===== src/rtl/gmii_rx_frame_check.sv =====
// GMII receive frame checker.
// Strips preamble/SFD from the registered GMII byte stream, holds the
// trailing four bytes back so the FCS is never forwarded, checks CRC-32,
// frame length and PHY errors, and emits a framed byte stream plus one
// status pulse per completed frame.
module gmii_rx_frame_check #(
    parameter int MIN_LEN = 64,
    parameter int MAX_LEN = 1518,
    parameter int PRE_MAX = 15
) (
    input  logic       gmii_rx_clk,
    input  logic       rst,
    input  logic       gmii_rx_dv,
    input  logic       gmii_rx_er,
    input  logic [7:0] gmii_rxd,
    output logic [7:0] m_data,
    output logic       m_valid,
    output logic       m_sop,
    output logic       m_eop,
    output logic       m_err,
    output logic       stat_good,
    output logic       stat_crc_err,
    output logic       stat_len_err,
    output logic       stat_phy_err
);

    localparam int          PW          = $clog2(PRE_MAX + 2);
    localparam logic [31:0] CRC_INIT    = 32'hFFFF_FFFF;
    localparam logic [31:0] CRC_RESIDUE = 32'hDEBB_20E3;
    localparam logic [10:0] CNT_SAT     = 11'd2047;
    localparam logic [10:0] LEN_MIN     = 11'(MIN_LEN);
    localparam logic [10:0] LEN_OVER    = 11'(MAX_LEN + 1);
    localparam logic [7:0]  PRE_BYTE    = 8'h55;
    localparam logic [7:0]  SFD_BYTE    = 8'hD5;
    localparam logic [2:0]  FILL_FULL   = 3'd5;

    typedef enum logic [1:0] {
        ST_IDLE     = 2'd0,
        ST_PREAMBLE = 2'd1,
        ST_DATA     = 2'd2,
        ST_DROP     = 2'd3
    } state_t;

    // Reflected CRC-32 (poly 0xEDB88320), one byte, LSB first.
    function automatic logic [31:0] crc32_byte(input logic [31:0] crc, input logic [7:0] d);
        logic [31:0] c;
        c = crc;
        for (int i = 0; i < 8; i++) begin
            c = (c[0] ^ d[i]) ? ({1'b0, c[31:1]} ^ 32'hEDB8_8320) : {1'b0, c[31:1]};
        end
        return c;
    endfunction

    state_t          state_r, state_s;
    logic [PW-1:0]   pre_cnt_r, pre_cnt_s, pre_inc_s;
    logic [31:0]     crc_r, crc_s, crc_upd_s;
    logic [10:0]     cnt_r, cnt_s, cnt_inc_s;
    logic [2:0]      fill_r, fill_s;
    logic [4:0][7:0] sh_r, sh_s;             // sh[0] newest byte, sh[4] next to emit
    logic            phy_err_r, phy_err_s;
    logic            sop_done_r, sop_done_s;
    logic            crc_ok_s, runt_s;
    logic [7:0]      data_s;
    logic            valid_s, sop_s, eop_s, err_s;
    logic            good_s, crc_err_s, len_err_s, phy_pulse_s;

    // Next-state, datapath and registered-output decode.
    always_comb begin
        state_s     = state_r;
        pre_cnt_s   = pre_cnt_r;
        crc_s       = crc_r;
        cnt_s       = cnt_r;
        fill_s      = fill_r;
        sh_s        = sh_r;
        phy_err_s   = phy_err_r;
        sop_done_s  = sop_done_r;
        data_s      = m_data;
        valid_s     = 1'b0;
        sop_s       = 1'b0;
        eop_s       = 1'b0;
        err_s       = 1'b0;
        good_s      = 1'b0;
        crc_err_s   = 1'b0;
        len_err_s   = 1'b0;
        phy_pulse_s = 1'b0;
        pre_inc_s   = pre_cnt_r + PW'(1);
        crc_upd_s   = crc32_byte(crc_r, gmii_rxd);
        cnt_inc_s   = (cnt_r == CNT_SAT) ? cnt_r : cnt_r + 11'd1;
        crc_ok_s    = (crc_r == CRC_RESIDUE);
        runt_s      = (cnt_r < LEN_MIN);

        case (state_r)
            ST_IDLE: begin
                if (gmii_rx_dv) begin
                    if (gmii_rxd == PRE_BYTE) begin
                        state_s   = ST_PREAMBLE;
                        pre_cnt_s = PW'(1);
                    end else if (gmii_rxd == SFD_BYTE) begin
                        state_s = ST_DATA;
                    end else begin
                        state_s = ST_DROP;
                    end
                end else begin
                    state_s = ST_IDLE;
                end
            end
            ST_PREAMBLE: begin
                if (!gmii_rx_dv) begin
                    state_s = ST_IDLE;
                end else if (gmii_rx_er) begin
                    state_s = ST_DROP;
                end else if (gmii_rxd == PRE_BYTE) begin
                    pre_cnt_s = pre_inc_s;
                    state_s   = (pre_inc_s > PW'(PRE_MAX)) ? ST_DROP : ST_PREAMBLE;
                end else if (gmii_rxd == SFD_BYTE) begin
                    state_s = ST_DATA;
                end else begin
                    state_s = ST_DROP;
                end
            end
            ST_DATA: begin
                if (gmii_rx_dv) begin
                    sh_s      = {sh_r[3:0], gmii_rxd};
                    crc_s     = crc_upd_s;
                    cnt_s     = cnt_inc_s;
                    fill_s    = (fill_r == FILL_FULL) ? fill_r : fill_r + 3'd1;
                    phy_err_s = phy_err_r | gmii_rx_er;
                    if (fill_r == FILL_FULL) begin
                        valid_s    = 1'b1;
                        data_s     = sh_r[4];
                        sop_s      = !sop_done_r;
                        sop_done_s = 1'b1;
                    end else begin
                        valid_s = 1'b0;
                    end
                    // Oversize: close the frame on the held byte and discard the rest.
                    if (cnt_inc_s == LEN_OVER) begin
                        eop_s      = 1'b1;
                        err_s      = 1'b1;
                        len_err_s  = 1'b1;
                        state_s    = ST_DROP;
                        crc_s      = CRC_INIT;
                        cnt_s      = 11'd0;
                        fill_s     = 3'd0;
                        phy_err_s  = 1'b0;
                        sop_done_s = 1'b0;
                    end else begin
                        state_s = ST_DATA;
                    end
                end else begin
                    // dv fell: s0..s3 are the FCS, s4 is the last payload byte.
                    if (fill_r == FILL_FULL) begin
                        valid_s = 1'b1;
                        data_s  = sh_r[4];
                        sop_s   = !sop_done_r;
                        eop_s   = 1'b1;
                        err_s   = !crc_ok_s | phy_err_r | runt_s;
                    end else begin
                        valid_s = 1'b0;
                    end
                    if (phy_err_r) begin
                        phy_pulse_s = 1'b1;
                    end else if (runt_s) begin
                        len_err_s = 1'b1;
                    end else if (!crc_ok_s) begin
                        crc_err_s = 1'b1;
                    end else begin
                        good_s = 1'b1;
                    end
                    state_s    = ST_IDLE;
                    crc_s      = CRC_INIT;
                    cnt_s      = 11'd0;
                    fill_s     = 3'd0;
                    phy_err_s  = 1'b0;
                    sop_done_s = 1'b0;
                end
            end
            ST_DROP: begin
                state_s = gmii_rx_dv ? ST_DROP : ST_IDLE;
            end
            default: begin
                state_s = ST_IDLE;
            end
        endcase
    end

    // State, frame context and output registers.
    always_ff @(posedge gmii_rx_clk or posedge rst) begin
        if (rst) begin
            state_r      <= ST_IDLE;
            pre_cnt_r    <= '0;
            crc_r        <= CRC_INIT;
            cnt_r        <= 11'd0;
            fill_r       <= 3'd0;
            sh_r         <= '0;
            phy_err_r    <= 1'b0;
            sop_done_r   <= 1'b0;
            m_data       <= 8'd0;
            m_valid      <= 1'b0;
            m_sop        <= 1'b0;
            m_eop        <= 1'b0;
            m_err        <= 1'b0;
            stat_good    <= 1'b0;
            stat_crc_err <= 1'b0;
            stat_len_err <= 1'b0;
            stat_phy_err <= 1'b0;
        end else begin
            state_r      <= state_s;
            pre_cnt_r    <= pre_cnt_s;
            crc_r        <= crc_s;
            cnt_r        <= cnt_s;
            fill_r       <= fill_s;
            sh_r         <= sh_s;
            phy_err_r    <= phy_err_s;
            sop_done_r   <= sop_done_s;
            m_data       <= data_s;
            m_valid      <= valid_s;
            m_sop        <= sop_s;
            m_eop        <= eop_s;
            m_err        <= err_s;
            stat_good    <= good_s;
            stat_crc_err <= crc_err_s;
            stat_len_err <= len_err_s;
            stat_phy_err <= phy_pulse_s;
        end
    end

endmodule

===== config.mk =====
export PLATFORM = sky130hd
export DESIGN_NAME = gmii_rx_frame_check
export DESIGN_NICKNAME = d
export VERILOG_FILES = /design/src/rtl/gmii_rx_frame_check.sv
export SDC_FILE = /design/constraint.sdc
export NUM_CORES = 1
export LEC_CHECK = 0
export ABC_AREA = 0
export ABC_CLOCK_PERIOD_IN_PS = 6500
export CORE_AREA = 5 5 103 105
export CTS_CLUSTER_DIAMETER = 100
export DETAILED_ROUTE_END_ITERATION = 7
export DIE_AREA = 0 0 108 110
export PLACE_DENSITY = 0.87
export RECOVER_POWER = 100
export SETUP_SLACK_MARGIN = 0.5
export SYNTH_ARGS = -nofsm -noshare
export SYNTH_HDL_FRONTEND = slang
export SYNTH_SLANG_ARGS = --single-unit

===== constraint.sdc =====
create_clock -name gmii_rx_clk -period 6.5 [get_ports gmii_rx_clk]
set_input_delay 1.625 -clock gmii_rx_clk [delete_from_list [all_inputs] [get_ports gmii_rx_clk]]
set_output_delay 1.625 -clock gmii_rx_clk [all_outputs]
set_load 0.05 [all_outputs]

[Word-level counts from Yosys, hierarchy flattened]
Cells that the tools add are included.
Word-level totals
  register bits after elaboration: 111
  latch bits: 0
  memory bits (writable): 0
  ROM bits: 0
  input port bits: 12
  word-level logic and storage cells: 135
  memories kept: 0
Cells by class
  $add $sub $neg: 3
  multiply operators: 0
  div/mod/pow operators: 0
  order comparisons: 2
  equality and inequality tests: 16
  shift-type cells: 0
  multiplexer cells: 65
  bitwise operators: 19
  reduce and logical (&&, ||, !) cells: 9
Operators with widths (count)
  2-to-1 mux 32 bit: 10
  NOT 13 -> 14 bit: 8
  2-to-1 mux 1 bit: 34
  2-to-1 mux 11 bit: 3
  == test 32 bit (second input constant): 1
  2-to-1 mux 5 bit: 5
  == test 11 bit (second input constant): 2
  2-to-1 mux 2 bit: 8
  adder 11 x 1 -> 11 bit (second input constant): 1
  < comparator 11 x 7 -> 1 bit (second input constant): 1
  != test 2 bit (second input constant): 5
  case mux 5 bit (2 select lines): 1
  2-to-1 mux 3 bit: 3
  == test 8 x 7 -> 1 bit (second input constant): 1
  == test 8 bit (second input constant): 1
  case mux 2 bit (4 select lines): 1
  AND reduction 2 bit: 4
  XOR 1 bit: 8
  AND reduction 6 bit: 1
  adder 5 x 1 -> 5 bit (second input constant): 1
  greater-than comparator 5 x 4 -> 1 bit (second input constant): 1
  == test 2 bit (second input constant): 2
  adder 3 x 1 -> 3 bit (second input constant): 1
  == test 3 bit (second input constant): 1
  7 further kinds: 10

[Logic depth before layout (Yosys ltp)]
Gate-level depths: netlist of run 1.
  word-level depth: 18
  depth in mapped cells: 11
  mapped depth without buffers: 7

[Worst setup path before layout of run 1]
OpenSTA, ideal clock, no wires.
  path kind: input port to flip-flop
  from: input gmii_rxd[3]
  to: register crc_r[19]
  data arrival time: 2.961 ns
  path slack: 3.463 ns
  cell stages on the path: 5
  buffers on the path: 0
  cell sequence: xnor2_1 -> xor2_1 -> xnor2_1 -> xnor2_1 -> a31oi_2
On the way
  word-level cells in the longest chain between the ends: 11
RTL lines
  start: declaration: line 15  | input logic [7:0] gmii_rxd,
  XOR 1 bit (*): line 49  | c = (c[0] ^ d[i]) ? ({1'b0, c[31:1]} ^ 32'hEDB8_8320) : {1'b0, c[31:1]};
  2-to-1 mux 32 bit (*) (2 in a row): line 49
  NOT 13 -> 14 bit (no source line)
  2-to-1 mux 32 bit (*): line 49
  NOT 13 -> 14 bit (no source line)
  2-to-1 mux 32 bit (*): line 49
  NOT 13 -> 14 bit (no source line)
  2-to-1 mux 32 bit (*): line 49
  2-to-1 mux 32 bit (*): line 137  | if (cnt_inc_s == LEN_OVER) begin
  2-to-1 mux 32 bit (*): line 122  | if (gmii_rx_dv) begin
  end signal: assignment: line 210  | crc_r <= crc_s;
  end: declaration: line 56  | logic [31:0] crc_r, crc_s, crc_upd_s;
Every way passes the cells marked *; elsewhere a longest branch is shown, timed or not.
A chain may end at the register's enable or synchronous reset.

[Worst setup path in the final report of run 1]
  from: input gmii_rx_dv
  to: register crc_r[26]
On the way
  word-level cells in the longest chain between the ends: 1
RTL lines
  start: declaration: line 13  | input logic gmii_rx_dv,
  2-to-1 mux 32 bit: line 122
Every way passes these cells.

==> run_results.csv, run 1 <==
group,metric,value,unit
floorplanning,core_area,9550,um^2
timing,max_freq,213,MHz
timing,finClkSkew,14.3,ps
power_and_ir_drop,power_frac_seq,40.5,%
floorplanning,start_util,58.7,%
synth,async_flop_share,100,%
global_routing,grt_max_degree,79,
timing,setup-tns-final,0,ps
layout,antennaDiodeCount,0,
detailed_routing,routed_wl,11.0,mm
global_routing,track_usage,20.4,%
clocking,cts-resized-gates,0,
clocking,path_clk_slew,120,ps
floorplanning,die_x,108,um
detailed_routing,dr.pass1.iters,5,
floorplanning,die_h,110,um
global_routing,grt.overflow.total,0,
clocking,cts_tree,"yes",
detailed_routing,wl_per_cell,16.9,um
clocking,cts_buffer_depth,2,
global_routing,antenna_found_initial,0,
layout,nFillCells,735,
clocking,post_cts_buffers,0,
synth,ys_seq_elements,111,
layout,syn_to_final_growth,9.73,%
power_and_ir_drop,vdd_drop_max,314,uV
layout,layout_common_cells,"dfrtp_1, xnor2_1, nand2_1",
global_routing,grt_pass1_wl,18.9,mm
critical_path,critPathRequiredTime,6710,ps
detailed_routing,drc,0,
outcome,status,"finished with violations",
placement,dp_hpwl,7.59,mm
floorplanning,boundaryPins,28,
synth,yosysWarningCount,0,
flow_run,timing.max_cap.violations,3,
critical_path,critPathLaunchType,"primary input",
detailed_routing,ant_nets,0,
synth,syn-instance-count,500,
layout,drive_gt1_share,19.0,%
synth,synth-edff-count,0,
critical_path,crit_fanout,26,
clocking,numCtsBuffers,9,
layout,final_area,6150,um^2
outcome,violations,"max-capacitance violations, max-slew violations",
timing,rsz0062_at_grt,"false",
power_and_ir_drop,switchingPower,1.07,mW
timing,maxSlewViolCount,144,
timing,timing.slew.headroom,-96.4,%
placement,post_dp_cell_area,5930,um^2
power_and_ir_drop,leakage,2.53,nW
global_routing,grt_pass1_vias,3778,
critical_path,critPathCaptureType,"flop",
critical_path,critical_path_class,"in -> reg",
timing,hold_viol,0,
detailed_routing,via_per_inst,5.85,
power_and_ir_drop,p_int,1.67,mW
power_and_ir_drop,clkPwrFrac,16.8,%
worst_hold_path,hold_class,"reg -> reg",
power_and_ir_drop,p_sw_share,39.0,%
floorplanning,std_cell_rows,36,
synth,ys_types,61,
clocking,htreeDepth,3,
clocking,cts_root_buf,"clkbuf_8",
synth,avgSynthCellArea,11.2,um^2
clocking,cts_sinks,111,
clocking,worstSkewPairLatency,390,ps
placement,numPortBuffers,27,
placement,gp_congestion,0.944,
detailed_routing,drt_iter0_drc,260,
clocking,hold_buffers,0,
layout,final_nets,529,
synth,synth_area,5600,um^2
floorplanning,fp.dieArea,11900,um^2
synth,syn_nets,517,
power_and_ir_drop,pwr-share-comb,42.7,%
detailed_routing,routed-via-count,3801,
timing,setup-violations-final,0,
power_and_ir_drop,p_per_area,446,nW/um^2
timing,finalCritPeriodShare,72.1,%
timing,period_needed,4690,ps
layout,final_common_cell,"dfrtp_1",
layout,multi_input_area,2610,um^2
layout,seq_area,2820,um^2
timing,tightestPinTransition,2930,ps
synth,seq_area_frac_synth,50.3,%
synth,synth_ff_type,"dfrtp_1",
critical_path,cp.arrival,4900,ps
[cells in the mapped netlist (all sizes together) (4+ instances only)]
master	number	area (um^2)
dfstp	32	841
o21ai	10	50.0
clkbuf	21	78.8
nand3	13	65.1
dfrtp	79	1980
a21oi	27	135
buf	7	60.1
a31oi	28	300
nand2	44	165
nor3	5	25.0
ha	5	62.6
nor2	43	171
inv	9	33.8
and3	11	73.8
mux2	39	439
a22o	4	35.0
xnor2	52	470
xor2	20	198
nand4	4	25.0
[kinds of logic (layout without fill, tap and decap cells)]
family	Yosys count	after routing	synth area share (%)
multiplexers	40	40	8.02
AND/OR/NAND/NOR	145	145	12.9
flip-flops	111	111	50.3
buffers and inverters	37	54	3.08
AO/OA/AOI/OAI	90	90	12.7
adder cells (fa/ha/maj)	5	5	1.12
XOR/XNOR	72	72	11.9
[registers in the layout, indices dropped and copies added, names as in the netlist]
name and count:
crc_r 32, m_valid 1, phy_err_r 1, state_r 2, cnt_r 11, stat_phy_err 1
m_eop 1, stat_good 1, stat_len_err 1, sh_r 40, fill_r 3, m_err 1
sop_done_r 1, m_sop 1, pre_cnt_r 5, m_data 8, stat_crc_err 1
[path summary, 6_finish.rpt]
path	from	end	slack (ps)	cells after the start
min in group asynchronous	rst	pre_cnt_r[1]	2510	2
max reg2reg	cnt_r[0]	crc_r[26]	2360	7
min	sop_done_r	m_sop	460	1
max	gmii_rx_dv	crc_r[26]	1810	4
min reg2reg	sop_done_r	m_sop	460	1
max in group asynchronous	rst	crc_r[25]	2420	3
[power groups by stage]
stage	clock (mW)	sequential [mW]	combinational, mW
final	0.460	1.11	1.17
after global routing	0.498	1.14	1.26
after CTS	0.468	1.11	1.18
after detailed placement	0	1.12	1.16
after global placement	0	1.11	1.12
after floorplan	0	1.14	0.892
[through the flow]
step | util (%) | total power, mW | hold WS [ps] | std cells | worst slack [ps]
after floorplan | - | 2.03 | 404 | 500 | 2000
after global placement | 62.1 | 2.23 | 417 | 634 | 2540
after detailed placement | 62.1 | 2.28 | 442 | 634 | 2510
after CTS | 64.5 | 2.76 | 459 | 650 | 2910
after global routing | 64.4 | 2.90 | 484 | 650 | 1680
final | 64.4 | 2.74 | 457 | 650 | 1810
[per-layer routing]
layer	part of all wire (%)	track usage [%]
met1	42	26.1
met2	50	33.7
met3	4.9	4.72
met4	2.6	8.39
met5	0	0
[final cells by class]
cell class / instances / area share, %
inverters: 9 / 0.570
clock inverters: 7 / 1.79
well taps: 133 / 2.71
repair buffers: 29 / 4.64
flip-flops and latches: 111 / 45.8
multi-input cells: 352 / 42.5
clock buffers: 9 / 2.01
[worst max-delay path, cell delays in order]
cell and delay [ps]:
dlygate4sd3_1 780, inv_1 240, nor2_1 1880, a31oi_1 350
(Power assumes the default switching activity.)
==> run 2, diff against run 1 <==
ABC_CLOCK_PERIOD_IN_PS = 4900   (was 6500)
clock period = 4.9 ns   (was 6.5 ns; I/O delays follow)
==> run_results.csv, run 2 (synthesized netlist as in run 1, its figures left out) <==
group,metric,value,unit
critical_path,critical_path_class,"in -> reg",
timing,whs,419,ps
power_and_ir_drop,vdd_drop_max,383,uV
global_routing,grt_pass1_wl,19.3,mm
timing,tightestPinTransition,1580,ps
floorplanning,die_h,110,um
detailed_routing,routed_wl,11.1,mm
timing,rsz0062_at_grt,"false",
layout,antennaDiodeCount,0,
layout,final_nets,531,
clocking,cts-resized-gates,0,
timing,period_needed,3530,ps
power_and_ir_drop,leakage,2.53,nW
timing,fin_ws,1370,ps
global_routing,grt_max_degree,73,
placement,post_dp_cell_area,5940,um^2
global_routing,grt_pass1_vias,3795,
detailed_routing,dr.pass1.iters,4,
floorplanning,boundaryPins,28,
timing,setup-violations-final,0,
layout,final_area,6140,um^2
worst_hold_path,hold_class,"reg -> reg",
placement,numPortBuffers,27,
timing,hold_viol,0,
placement,gp_congestion,0.939,
layout,drive_gt1_share,18.7,%
critical_path,critPathRequiredTime,5150,ps
floorplanning,std_cell_rows,36,
clocking,hold_buffers,0,
clocking,cts_tree,"yes",
layout,largest_register_ffs,40,
detailed_routing,drc,0,
global_routing,grt.overflow.total,0,
timing,setup-tns-final,0,ps
layout,top_regs,"sh_r x40, crc_r x32, cnt_r x11",
power_and_ir_drop,power_frac_seq,40.9,%
outcome,violations,"max-capacitance violations, max-slew violations",
timing,timing.slew.headroom,-5.50,%
power_and_ir_drop,pwr-share-comb,42.3,%
power_and_ir_drop,p_sw_share,37.1,%
critical_path,reg2reg_from,"cnt_r[0]",
layout,nFillCells,726,
placement,dp_worst_setup_slack,1440,ps
critical_path,crit_fanout,26,
power_and_ir_drop,p_per_area,586,nW/um^2
power_and_ir_drop,fin_total_pwr,3.60,mW
floorplanning,start_util,58.7,%
clocking,worstSkewPairLatency,370,ps
flow_run,timing.max_cap.violations,1,
detailed_routing,wl_per_cell,17.0,um
floorplanning,die_x,108,um
timing,finClkSkew,11.7,ps
power_and_ir_drop,clkPwrFrac,16.7,%
layout,multi_input_area,2610,um^2
outcome,status,"finished with violations",
critical_path,critPathLaunchType,"primary input",
timing,max_freq,283,MHz
layout,final_common_cell,"dfrtp_1",
layout,syn_to_final_growth,9.51,%
detailed_routing,drt_iter0_drc,278,
clocking,cts_root_buf,"clkbuf_8",
detailed_routing,via_per_inst,5.79,
critical_path,critPathCaptureType,"flop",
global_routing,antenna_found_initial,0,
timing,finalCritPeriodShare,72.0,%
clocking,cts_sinks,111,
clocking,path_clk_slew,100,ps
floorplanning,fp.dieArea,11900,um^2
clocking,cts_buffer_depth,2,
detailed_routing,ant_nets,0,
worst_hold_path,min_from,"sop_done_r",
timing,maxSlewViolCount,27,
layout,layout_common_cells,"dfrtp_1, xnor2_1, nand2_1",
critical_path,cp.arrival,3770,ps
clocking,numCtsBuffers,9,
placement,dp_hpwl,7.73,mm
clocking,post_cts_buffers,0,
power_and_ir_drop,switchingPower,1.34,mW
clocking,htreeDepth,3,
floorplanning,core_area,9550,um^2
detailed_routing,routed-via-count,3777,
layout,top_register,"sh_r",
global_routing,track_usage,20.8,%
critical_path,cp-startpoint,"gmii_rx_dv",
power_and_ir_drop,p_int,2.26,mW
layout,seq_area,2820,um^2
run 2: critical path, stage by stage:
cell           delay (ps)
dlygate4sd3_1         820
inv_1                 270
nor2_2               1250
a31oi_1               200
run 2: path summary, 6_finish.rpt:
| kind | cells after the start | endpoint | slack [ps] |
|---|---|---|---|
| setup / recovery | 4 | crc_r[24] | 1370 |
| hold / removal | 1 | m_sop | 420 |
| setup reg to reg | 7 | crc_r[24] | 1700 |
| hold reg to reg | 1 | m_sop | 420 |
| max in group asynchronous | 3 | sh_r[32] | 1830 |
| min in group asynchronous | 2 | m_data[7] | 1520 |
run 2: stage by stage:
stage | cells | utilization (%)
2_1_floorplan | 500 | -
3_3_place_gp | 636 | 62.3
5_1_grt | 652 | 64.3
4_1_cts | 652 | 64.6
6_report | 652 | 64.3
3_5_place_dp | 636 | 62.3
run 2: area by class of cell:
cell class,count,share of cell area [%]
multi-input combinational,352,42.5
sequential,111,45.9
clock buffer,11,2.30
timing repair buffer,31,4.73
inverter,9,0.591
clock inverter,5,1.28
tap,133,2.71
run 2: power groups by stage:
stage          Sequential [mW]  Clock (mW)  Combinational (mW)
2_1_floorplan             1.51           0                1.18
3_3_place_gp              1.47           0                1.48
3_5_place_dp              1.49           0                1.52
4_1_cts                   1.47       0.621                1.54
5_1_grt                   1.51       0.655                1.66
6_report                  1.47       0.602                1.52
run 2: per-layer routing:
layer / track usage (%) / routed length, um / share of wire (%)
met5: 0 / 0 / 0
met1: 27.8 / 4980 / 45
met2: 34.5 / 5480 / 49
met3: 4.95 / 537 / 4.8
met4: 5.50 / 123 / 1.1
